$ cat src/rtl/mem_dump_reader.sv
// mem_dump_reader: reads a contiguous byte range from a synchronous-read
// memory port, one read in flight at a time, and streams each byte out as an
// {address, data} pair. Every output is driven straight from a flop.
//
// Stream handshake: a pair transfers on any rising clk edge where out_valid
// and out_ready are both high. Once out_valid rises, out_valid, out_addr and
// out_data hold steady until that transfer edge (or until abort/reset).
// out_ready may be high or low at any time and has no effect without out_valid.
module mem_dump_reader #(
  parameter int ADDR_W  = 16,
  parameter int DATA_W  = 8,
  parameter int MEM_LAT = 1
) (
  input  logic              clk,
  input  logic              rst,
  input  logic              start,
  input  logic [ADDR_W-1:0] start_addr,
  input  logic [ADDR_W-1:0] count,
  input  logic              abort,
  output logic              busy,
  output logic              done,
  output logic              mem_rd_en,
  output logic [ADDR_W-1:0] mem_addr,
  input  logic [DATA_W-1:0] mem_rd_data,
  output logic              out_valid,
  input  logic              out_ready,
  output logic [ADDR_W-1:0] out_addr,
  output logic [DATA_W-1:0] out_data,
  output logic [1:0]        fsm_state
);

  typedef enum logic [1:0] {
    IDLE = 2'd0,
    REQ  = 2'd1,
    WAIT = 2'd2,
    HOLD = 2'd3
  } state_t;

  // Latency counter is loaded with MEM_LAT (1 or 2) and counts down to 1.
  localparam logic [1:0]        LAT_INIT = 2'(MEM_LAT);
  localparam logic [ADDR_W-1:0] ONE      = {{(ADDR_W-1){1'b0}}, 1'b1};

  state_t            state, state_nx;
  logic [ADDR_W-1:0] cur_addr, cur_addr_nx;
  logic [ADDR_W-1:0] rem, rem_nx;
  logic [1:0]        lat, lat_nx;
  logic              busy_nx, done_nx, rd_en_nx, valid_nx;
  logic [ADDR_W-1:0] mem_addr_nx, out_addr_nx;
  logic [DATA_W-1:0] out_data_nx;

  assign fsm_state = state;

  // State and registered outputs; reset clears everything with no done pulse.
  always_ff @(posedge clk or posedge rst) begin
    if (rst) begin
      state     <= IDLE;
      cur_addr  <= '0;
      rem       <= '0;
      lat       <= '0;
      busy      <= 1'b0;
      done      <= 1'b0;
      mem_rd_en <= 1'b0;
      mem_addr  <= '0;
      out_valid <= 1'b0;
      out_addr  <= '0;
      out_data  <= '0;
    end else begin
      state     <= state_nx;
      cur_addr  <= cur_addr_nx;
      rem       <= rem_nx;
      lat       <= lat_nx;
      busy      <= busy_nx;
      done      <= done_nx;
      mem_rd_en <= rd_en_nx;
      mem_addr  <= mem_addr_nx;
      out_valid <= valid_nx;
      out_addr  <= out_addr_nx;
      out_data  <= out_data_nx;
    end
  end

  // Next-state and next-output logic; the read strobe is computed one cycle
  // ahead so that it is high exactly for the cycle spent in REQ.
  always_comb begin
    state_nx    = state;
    cur_addr_nx = cur_addr;
    rem_nx      = rem;
    lat_nx      = lat;
    busy_nx     = busy;
    done_nx     = 1'b0;
    rd_en_nx    = 1'b0;
    mem_addr_nx = mem_addr;
    valid_nx    = out_valid;
    out_addr_nx = out_addr;
    out_data_nx = out_data;

    case (state)
      IDLE: begin
        busy_nx  = 1'b0;
        valid_nx = 1'b0;
        if (start) begin
          if (count != '0) begin
            cur_addr_nx = start_addr;
            rem_nx      = count;
            busy_nx     = 1'b1;
            rd_en_nx    = 1'b1;
            mem_addr_nx = start_addr;
            state_nx    = REQ;
          end else begin
            // Empty range: acknowledge immediately without reading.
            done_nx = 1'b1;
          end
        end
      end

      REQ: begin
        // mem_rd_en is high during this cycle and drops at the next edge.
        lat_nx   = LAT_INIT;
        state_nx = WAIT;
      end

      WAIT: begin
        if (lat == 2'd1) begin
          out_data_nx = mem_rd_data;
          out_addr_nx = cur_addr;
          valid_nx    = 1'b1;
          lat_nx      = 2'd0;
          state_nx    = HOLD;
        end else begin
          lat_nx = lat - 2'd1;
        end
      end

      HOLD: begin
        if (out_ready) begin
          valid_nx = 1'b0;
          if (rem == ONE) begin
            rem_nx   = '0;
            done_nx  = 1'b1;
            busy_nx  = 1'b0;
            state_nx = IDLE;
          end else begin
            // Address wraps naturally at 2^ADDR_W.
            rem_nx      = rem - ONE;
            cur_addr_nx = cur_addr + ONE;
            mem_addr_nx = cur_addr + ONE;
            rd_en_nx    = 1'b1;
            state_nx    = REQ;
          end
        end
      end

      default: begin
        state_nx = IDLE;
      end
    endcase

    // Abort overrides everything outside IDLE, including a concurrent
    // handshake (that pair still counts as consumed by the consumer).
    if (state != IDLE && abort) begin
      state_nx = IDLE;
      busy_nx  = 1'b0;
      valid_nx = 1'b0;
      rd_en_nx = 1'b0;
      done_nx  = 1'b0;
      lat_nx   = 2'd0;
    end
  end

endmodule

$ cat config.mk
export PLATFORM = sky130hd
export DESIGN_NAME = mem_dump_reader
export DESIGN_NICKNAME = d
export VERILOG_FILES = /design/src/rtl/mem_dump_reader.sv
export SDC_FILE = /design/constraint.sdc
export NUM_CORES = 1
export LEC_CHECK = 0
export BUFFER_PORTS_ARGS = -buffer_cell sky130_fd_sc_hd__buf_2
export CAP_MARGIN = 20
export CORE_AREA = 2 2 88 90
export CTS_BUF_LIST = sky130_fd_sc_hd__clkbuf_4 sky130_fd_sc_hd__clkbuf_8
export DETAILED_ROUTE_END_ITERATION = 7
export DIE_AREA = 0 0 90 92
export PLACE_DENSITY = 0.77
export SYNTH_ARGS = -nofsm -noshare
export SYNTH_HDL_FRONTEND = slang
export SYNTH_SLANG_ARGS = --single-unit
$ cat constraint.sdc
create_clock -name clk -period 1.7 [get_ports clk]
set_input_delay 0.085 -clock clk [delete_from_list [all_inputs] [get_ports clk]]
set_output_delay 0.085 -clock clk [all_outputs]
set_load 0.01 [all_outputs]
==> impl_results.md <==
- Status: complete, but fails checks
- Failing checks: negative setup slack
- Post-synth EDFFs: 0
- Post-layout nets: 608
- Register area share after synthesis: 45.4%
- CP max stage delay: about 0.43 ns
- Filler cells: 459
- Worst Reg-to-Reg Cells: 7
- Top Ports: 91
- GP Congestion: 0.863
- Slew Limit Headroom: 65.4%
- Maximum vdd drop: 1.04 mV
- Initial Util: 47.4%
- Cell Count, Final, Fillers Out: 662
- Worst Setup End Kind: flip-flop
- H-tree level count: 3
- CTS root buf: clkbuf_8
- Area leader, netlist: dfrtp_1
- Yosys warning count: 0
- Area growth syn-to-layout: 63.5%
- Worst Skew: roughly 0.0052 ns
- Worst R2R Start: rem[5]$_DFFE_PP0P_
- CTS clk-pin slew, worst paths: about 0.07 ns
- DR vias/cell: approximately 6.0
- Die height: slightly above 90 um
- Syn_nets: 417
- PortBufs: 90
- Req. time, crit path: 1.97 ns
- Die ar.: ~8300 um2
- Post-route total power: around 11 mW
- Core area: around 7400 um2
- Storage cell area: 1600 um2
- First-pass GRT wire length: 18200 um
- Max-slew violation count: 0
- Largest net degree at the start of global routing: 65
- Leakage: 2.54 nW
- Top cells by count, synth: dfrtp_1, o21ai_0, nand2_1, a21oi_1, mux2_2
- Netlist cell types: 53
- Clk_lat worst skew: between 0.3 and 0.4 ns
- Residual DRC: 0
- Avg WL per Cell: 19.4 um
- Multi-input logic area: 2270 um2
- Min cycle time layout: 1.98 ns
- Syn Inst Count: 365
- Worst path slowest cell: dfrtp_1
- Post-synth top area share: 45.4%
- Site Rows: 32
- Total congestion overflow: 0
- Routed Antenna Nets: 0
- Most used flip-flop cell after synthesis: dfrtp_1
- Hold Slack: roughly 0.026 ns
- ANT cells: 0
- CP startpoint kind: flip-flop
- Initial antenna violation count: 0
- Final WL: 12800 um
- Synth Register Bits: 64
- Worst-margin pin slew: between 0.5 and 0.6 ns
- Max Clock Freq: 505 MHz
- RSZ-0062 raised after global routing: true
- Top cells by area, synth: dfrtp_1, mux2_2, o21ai_0
- Num Clock Sinks: 64
- Setup total negative slack: -5.26 ns
- Final WS setup: -0.281 ns
- WHS Path Cells: 3
- Reg2reg end: done$_DFF_PP0_
- First-pass iteration count of the detailed router: 5
- Hold crit path type: input port to flip-flop
- Crit path cell chain: nor4_4, nand3_2, buf_6, nor3_4, buf_6, nand3_2, a21oi_2
- Synthesized area per cell: roughly 9.7 um2
- R2r setup slk: -0.28 ns
- Horiz. Die Dim: 90 um
- Share of cells above drive strength 1: 55.7%
- Final Hold Fails: 0
- Netlist Area Pre-Place: 3530 um2
- Vias in the first global route: 3770
- CTS buffer count: 9
- Placed Cells: 619
- Post-synthesis async set-or-reset flop share: 100%
- Setup violators final: 35
- Iter 0 DRT Violations: 239
- Global-route usage over all layers: 27.5%
- WP data arrival: 2.25 ns
- Maxcap violations: 0
- Fin crit share: 117%
- Maximum fanout along the worst path: 4
- Post-DP HPWL: between 7000 and 8000 um
- Overall via count from detail_route: 3994
- WHS Endpoint: cur_addr[15]$_DFFE_PP0P_
- WS Path Type: flip-flop to flip-flop
- Power per cell area: between 1500 and 2000 nW/um2
- CTS tree: built
- Top-count cell post-synth: dfrtp_1
- Clk buf depth: 2
- Hold_sp: start_addr[15]
[cell type report]
| class | instances | area share (%) |
|---|---|---|
| multi-input combinational | 259 | 39.4 |
| sequential | 64 | 27.8 |
| timing repair buffer | 200 | 25.5 |
| tap | 102 | 2.21 |
| clock buffer | 9 | 2.15 |
| inverter | 22 | 1.56 |
| clock inverter | 6 | 1.47 |
[metrics by stage]
step                      util [%]  worst slack [ns]  cell area [um2]
final                         77.5            -0.281             5770
after global routing          77.5            -0.294             5770
after CTS                     70.8            -0.137             5270
after detailed placement      63.3            -0.207             4710
after global placement        63.3            -0.150             4710
after floorplan                  -           -0.0464             3600
[routing by layer]
metal / global-route usage (%) / wire length (um) / vias up
met4: 10.4 / 394 / 0
met3: 7.07 / 847 / 44
met5: 0 / 0 / -
li1: - / - / 1770
met2: 48.0 / 6820 / 212
met1: 32.7 / 4750 / 1968
[state kept, by name (all words and copies together), names as in the netlist]
name and count:
busy 1, cur_addr 16, done 1, fsm_state 2
lat 2, mem_rd_en 1, out_addr 16, out_data 8
out_valid 1, rem 16
[critical path: cells and delay by family, from the launching register on]
family          cells  cell delay [ns]
flops               1             0.43
buf+inv             2             0.34
simple gates        4             0.95
compound gates      1             0.18
[power by group]
part	internal, mW	total (mW)	switching (mW)	leakage, nW
clock network	0.811	1.43	0.623	0.101
logic	3.36	7.01	3.64	1.68
registers	2.29	2.96	0.670	0.763
[layout by cell type, fill, tap and decap left out, drive strengths merged, types with 5 or more instances in the layout]
cell	n
a22o	6
a31oi	12
o21ai	38
dlygate4sd3	9
nor3	10
a21oi	24
buf	189
o22ai	9
nand3	15
nor2	15
ha	7
dfrtp	64
clkbuf	11
or3	5
inv	20
o2bb2ai	5
nand2	28
mux2	23
nor4	8
[how the worst max path moves through the flow]
stage                                         from                        to  slack (ns)
final                           rem[5]$_DFFE_PP0P_            done$_DFF_PP0_       -0.28
after global routing           rem[14]$_DFFE_PP0P_            done$_DFF_PP0_       -0.29
after CTS                       rem[2]$_DFFE_PP0P_       rem[15]$_DFFE_PP0P_       -0.14
after detailed placement  fsm_state[0]$_DFFE_PP0P_  cur_addr[10]$_DFFE_PP0P_       -0.21
after global placement                    count[3]        rem[9]$_DFFE_PP0P_       -0.15
after floorplan                rem[14]$_DFFE_PP0P_        rem[9]$_DFFE_PP0P_       -0.05
[kinds of logic after synthesis]
| group | synth area share [%] |
|---|---|
| compound gates | 24.1 |
| fa+ha+maj | 2.48 |
| mux | 7.90 |
| flops | 45.4 |
| buf+inv | 5.00 |
| simple gates | 15.2 |
[repair_timing]
item	in CTS	in global routing
gates cloned	0	2
gates resized for setup	52	79
endpoints found under the hold margin	72	0
setup endpoints to repair	37	61
hold buffers	9	0
buffers inserted	8	9
pin swaps	26	32
(Power assumes the default switching activity.)
